<file path="config.mk">
export PLATFORM = sky130hd
export DESIGN_NAME = ifu_npc
export DESIGN_NICKNAME = d
export VERILOG_FILES = /design/src/rtl/ifu_npc.sv
export SDC_FILE = /design/constraint.sdc
export NUM_CORES = 1
export LEC_CHECK = 0
export ABC_AREA = 0
export CELL_PAD_IN_SITES_DETAIL_PLACEMENT = 1
export CELL_PAD_IN_SITES_GLOBAL_PLACEMENT = 1
export CORE_MARGIN = 3
export CORE_UTILIZATION = 38
export DETAILED_ROUTE_END_ITERATION = 6
export PLACE_DENSITY_LB_ADDON = 0.25
export SETUP_SLACK_MARGIN = 0.5
export SLEW_MARGIN = 20
export SYNTH_ARGS = -nofsm -noshare
export SYNTH_HDL_FRONTEND = slang
export SYNTH_SLANG_ARGS = --single-unit
</file>
<file path="constraint.sdc">
create_clock -name clk -period 7.6 [get_ports clk]
set_clock_uncertainty 0.1 [all_clocks]
set_input_delay 1.14 -clock clk [delete_from_list [all_inputs] [get_ports clk]]
set_output_delay 1.14 -clock clk [all_outputs]
set_load 0.1 [all_outputs]
</file>
<file path="src/rtl/ifu_npc.sv">
// Next-PC unit for the fetch stage: selects the next fetch address and checks that it is legal.
// An illegal target stops fetch and raises fault until the next reset.
module ifu_npc #(
  parameter logic [31:0] PC_RESET = 32'h0000_3000,
  parameter logic [31:0] IM_BASE  = 32'h0000_3000,
  parameter int unsigned IM_WORDS = 4096
) (
  input  logic        clk,
  input  logic        reset,
  input  logic        stall,
  input  logic [2:0]  npc_op,
  input  logic        branch_taken,
  input  logic [15:0] imm16,
  input  logic [25:0] instr_index,
  input  logic [31:0] rs_data,
  output logic [31:0] pc,
  output logic [31:0] pc_plus4,
  output logic [31:0] pc_plus8,
  output logic        halted,
  output logic        fault,
  output logic [31:0] fetch_count
);

  localparam logic [31:0] IM_LAST = IM_BASE + (32'(IM_WORDS) << 2) - 32'd4;

  typedef enum logic [0:0] {
    RUN  = 1'b0,
    HALT = 1'b1
  } state_t;

  state_t      state_r, state_nxt_s;
  logic [31:0] pc_r, pc_nxt_s;
  logic [31:0] cnt_r, cnt_nxt_s;
  logic        fault_r, fault_nxt_s;
  logic [31:0] cand_s;
  logic [31:0] br_off_s;
  logic        legal_s;

  // Word-aligned and inside the instruction memory window.
  function automatic logic addr_legal(input logic [31:0] a);
    return (a[1:0] == 2'b00) && (a >= IM_BASE) && (a <= IM_LAST);
  endfunction

  assign pc_plus4 = pc_r + 32'd4;
  assign pc_plus8 = pc_r + 32'd8;
  assign br_off_s = {{14{imm16[15]}}, imm16, 2'b00};

  // Candidate next-PC selection.
  always_comb begin
    cand_s = pc_plus4;
    case (npc_op)
      3'b000: cand_s = pc_plus4;
      3'b001: begin
        if (branch_taken) begin
          cand_s = pc_plus4 + br_off_s;
        end else begin
          cand_s = pc_plus4;
        end
      end
      3'b010: cand_s = {pc_r[31:28], instr_index, 2'b00};
      3'b011: cand_s = rs_data;
      default: cand_s = pc_plus4;
    endcase
  end

  assign legal_s = addr_legal(cand_s);

  // Next-state logic: HALT is sticky, stall freezes everything, illegal targets halt.
  always_comb begin
    state_nxt_s = state_r;
    pc_nxt_s    = pc_r;
    cnt_nxt_s   = cnt_r;
    fault_nxt_s = fault_r;
    case (state_r)
      RUN: begin
        if (stall) begin
          state_nxt_s = RUN;
        end else if (legal_s) begin
          pc_nxt_s  = cand_s;
          cnt_nxt_s = cnt_r + 32'd1;
        end else begin
          state_nxt_s = HALT;
          fault_nxt_s = 1'b1;
        end
      end
      HALT: begin
        state_nxt_s = HALT;
      end
      default: begin
        state_nxt_s = HALT;
        fault_nxt_s = 1'b1;
      end
    endcase
  end

  // State registers with synchronous reset.
  always_ff @(posedge clk) begin
    if (reset) begin
      state_r <= RUN;
      pc_r    <= PC_RESET;
      cnt_r   <= 32'd0;
      fault_r <= 1'b0;
    end else begin
      state_r <= state_nxt_s;
      pc_r    <= pc_nxt_s;
      cnt_r   <= cnt_nxt_s;
      fault_r <= fault_nxt_s;
    end
  end

  assign pc          = pc_r;
  assign halted      = (state_r == HALT);
  assign fault       = fault_r;
  assign fetch_count = cnt_r;

endmodule

</file>
==> summary.md <==
| Metric | Value |
|---|---|
| Clk_lat worst skew | 0.34 ns |
| Crit path cell chain | nand3_1, or4_1, nor3_1, xnor2_1, inv_1, ha_1, a21oi_2, o21ai_1, a221o_1, or3_1, and4_1, a311o_1, or4_4, nor4_4, buf_12, nand4_1, mux2_1 |
| WL met2 | 16,600 um |
| Type of origin of the critical path | register |
| Clk buf depth | 2 |
| Postcts setup bufs | 0 |
| F_max | 155 MHz |
| Crit path required time | 7.72 ns |
| Routed via count | 8,991 |
| Clock slew seen by the registers of the worst setup and hold paths | 0.06 ns |
| Post_cts resized | 0 |
| Via-to-Cell Ratio | 6.03 |
| Number of global-route vias before repair | 9,069 |
| Antenna Violating Nets Remaining | 0 |
| FFs w/ async S/R, synth | 0 |
| Synthesized area | 0.00763 mm^2 |
| Synth Instances | 1,065 |
| Synth top area share | 0.173 |
| CTS Root Cell | clkbuf_16 |
| Maximum vdd ir drop | 0.000109 V |
| Syn avg cell area | 7.16 um^2 |
| Die Area | 0.0218 mm^2 |
| GRT overflow | 0 |
| Total power draw | 0.00101 W |
| Period minus WS final | 6.45 ns |
| RD Place Congestion | 0.995 |
| Status | finished, final reports clean |
| Worst setup path start | pc[5] |
| Gr usage total | 0.297 |
| Max-slew violations | 0 |
| DR WL met3 | 1720 um |
| Worst slew margin | 0.298 |
| # setup viols final | 0 |
| CTS tree | done |
| Final worst path period share | 0.849 |
| Max incr delay on CP | 0.83 ns |
| Net count of the mapped netlist | 1,181 |
| Crit Path Class | reg2reg |
| Crit. End Element | register |
| Worst-path maximum fanout | 57 |
| Die Wd | 148 um |
| Final nets | 1,337 |
| Top cells by area, synth | dfxtp_1 (17%), nor2_1 (6.4%), ha_1 (5.6%) |
| Wire per inst | 22.5 um |
| Final hold vios | 0 |
| TNS Setup | 0 ns |
| Area leader, netlist | dfxtp_1 |
| Cell variety after synth | 80 |
| Initial cell density of the core | 0.389 |
| Clock sinks | 66 |
| CTS buffer count | 9 |
| Drt pass-1 iters | 5 |
| DRC Markers | 0 |
| Hold Buf Count CTS | 0 |
| Total number of yosys warnings | 0 |
| PortBufs | 210 |
| Synth Register Bits | 66 |
| 1st-iter DRT viols | 494 |
| HP Class | reg2reg |
| Crit-path slowest cell | or4_1 |
| Post-synth EDFFs | 0 |
| Actual slew at the worst max-slew pin | 1.05 ns |
| Antenna violations before repair | 0 |
| R2R Setup Slk | 1.15 ns |
| Die Y | 148 um |
| Post-synthesis sequential area ratio | 0.173 |
| RSZ-0062 raised after global routing | false |
| Total wire length | 33,600 um |
| R2r startpoint | pc[5] |
| Crit path capture | fetch_count[30] |
| Core area | 0.0196 mm^2 |
| Path depth of the worst reg2reg path | 17 |
| Lkg Pwr | 3.94 nW |
| First-pass GRT wire length | 51,600 um |
| IO Pins | 211 |
| PwrDens | 99.7 mW/mm^2 |
| # rows | 51 |
| Diode count | 0 |
| H-tree Lvls | 3 |
| Met1 wire length | 14,500 um |
| Pin count of the biggest net entering global routing | 80 |
| Layout cell share with drive strength beyond 1 | 0.0677 |
| Critical Path AT | 6.57 ns |
| Area Growth Syn to Fin | 32.8% |
| Top sig layer | met4 |
| Worst r2r dst | fetch_count[30] |
| Max-cap violations | 0 |
| Top_reg_cell synth | dfxtp_1 |
| DP HPWL | 26,400 um |
kinds of logic after synthesis:
group	after synthesis	share of synthesized area
compound gates	273	0.243
xor+xnor	64	0.0735
fa+ha+maj	35	0.0584
buf+inv	97	0.0584
flops	66	0.173
mux	44	0.0620
simple gates	486	0.332
worst min-delay path by stage:
stage	startpoint	to	slack, ns	cells past startpoint
6_report	fault	fault	0.36	2
5_1_grt	fault	fault	0.38	2
4_1_cts	fault	fault	0.36	2
3_5_place_dp	fault	fault	0.35	2
3_3_place_gp	fault	fault	0.34	2
2_1_floorplan	fault	fault	0.78	2
flip-flops by register name, summed over array words and instances, names as in the netlist:
| name | cells |
|---|---|
| halted | 1 |
| fault | 1 |
| fetch_count | 32 |
| pc | 32 |
metrics by stage:
step	util	instances	setup slack [ns]	hold WS [ns]	area (um^2)
4_1_cts	0.517	1491	1.23	0.360	10100
2_1_floorplan	-	1065	0.594	0.777	7690
3_5_place_dp	0.502	1475	1.26	0.351	9830
6_report	0.517	1491	1.15	0.364	10100
3_3_place_gp	0.502	1475	1.31	0.340	9830
5_1_grt	0.517	1491	0.836	0.380	10100
cell usage after synthesis, types with 5 or more instances:
| cell | number |
|---|---|
| a21o_1 | 15 |
| nor4_1 | 8 |
| a221o_1 | 8 |
| a21oi_1 | 78 |
| or2_2 | 7 |
| buf_1 | 7 |
| nor3_1 | 19 |
| nand4_1 | 36 |
| nor2_1 | 130 |
| o21ai_0 | 38 |
| nor2b_1 | 34 |
| mux2i_1 | 18 |
| clkbuf_1 | 37 |
| o2bb2ai_1 | 5 |
| nand2_1 | 93 |
| a31oi_1 | 8 |
| and2_1 | 25 |
| o221ai_1 | 7 |
| a221oi_1 | 6 |
| nand2b_1 | 19 |
| o21ai_1 | 10 |
| or4_1 | 7 |
| ha_1 | 34 |
| o211ai_1 | 14 |
| mux2_2 | 12 |
| inv_1 | 18 |
| buf_2 | 20 |
| nand3_1 | 42 |
| and3_1 | 19 |
| and4_1 | 11 |
| buf_4 | 10 |
| or3_1 | 12 |
| xor2_1 | 31 |
| dfxtp_1 | 66 |
| o21a_1 | 6 |
| xnor2_1 | 33 |
| a31o_2 | 7 |
| a211o_1 | 6 |
| mux2_1 | 14 |
| a211oi_1 | 17 |
layout make-up:
| cell class | instances | area, um^2 |
|---|---|---|
| clock inverters | 6 | 67.6 |
| repair buffers | 221 | 2180 |
| inverters | 21 | 78.8 |
| multi-input cells | 902 | 5920 |
| well taps | 265 | 332 |
| clock buffers | 10 | 229 |
| fillers | 2476 | 9460 |
| flip-flops and latches | 66 | 1320 |
metal layers:
| metal | vias to the layer above | track usage |
|---|---|---|
| met5 | - | 0 |
| met2 | 330 | 0.512 |
| met3 | 58 | 0.0402 |
| li1 | 4207 | - |
| met1 | 4396 | 0.385 |
| met4 | 0 | 0.0927 |
worst max-delay path: cells and delay by family, from the launching register on:
kind,cells,cell delay (ns)
AO/OA/AOI/OAI,4,1.07
buffers and inverters,2,0.44
flip-flops,1,0.53
adder cells (fa/ha/maj),1,0.43
XOR/XNOR,1,0.28
multiplexers,1,0.34
AND/OR/NAND/NOR,8,3.09
placed cells by master, fill, tap and decap left out, types with 18 or more instances in the layout:
master           Yosys  layout
nor3_1              19      19
dfxtp_1             66      66
ha_1                34      34
and2_1              25      25
xnor2_1             33      28
and3_1              19      19
inv_1               18      18
clkdlybuf4s50_1      0     207
nand2_1             93      93
mux2i_1             18      18
xor2_1              31      28
a21oi_1             78      78
nand4_1             36      36
nor2b_1             34      34
nand2b_1            19      19
nand3_1             42      42
nor2_1             130     130
o21ai_0             38      38
where the power goes:
part	total (W)	internal, W	switching, W
combinational	0.000243	0.0000983	0.000144
clock	0.000419	0.000254	0.000164
sequential	0.000348	0.000347	0.00000123
total	0.00101	0.000700	0.000310
(Power assumes the default switching activity.)
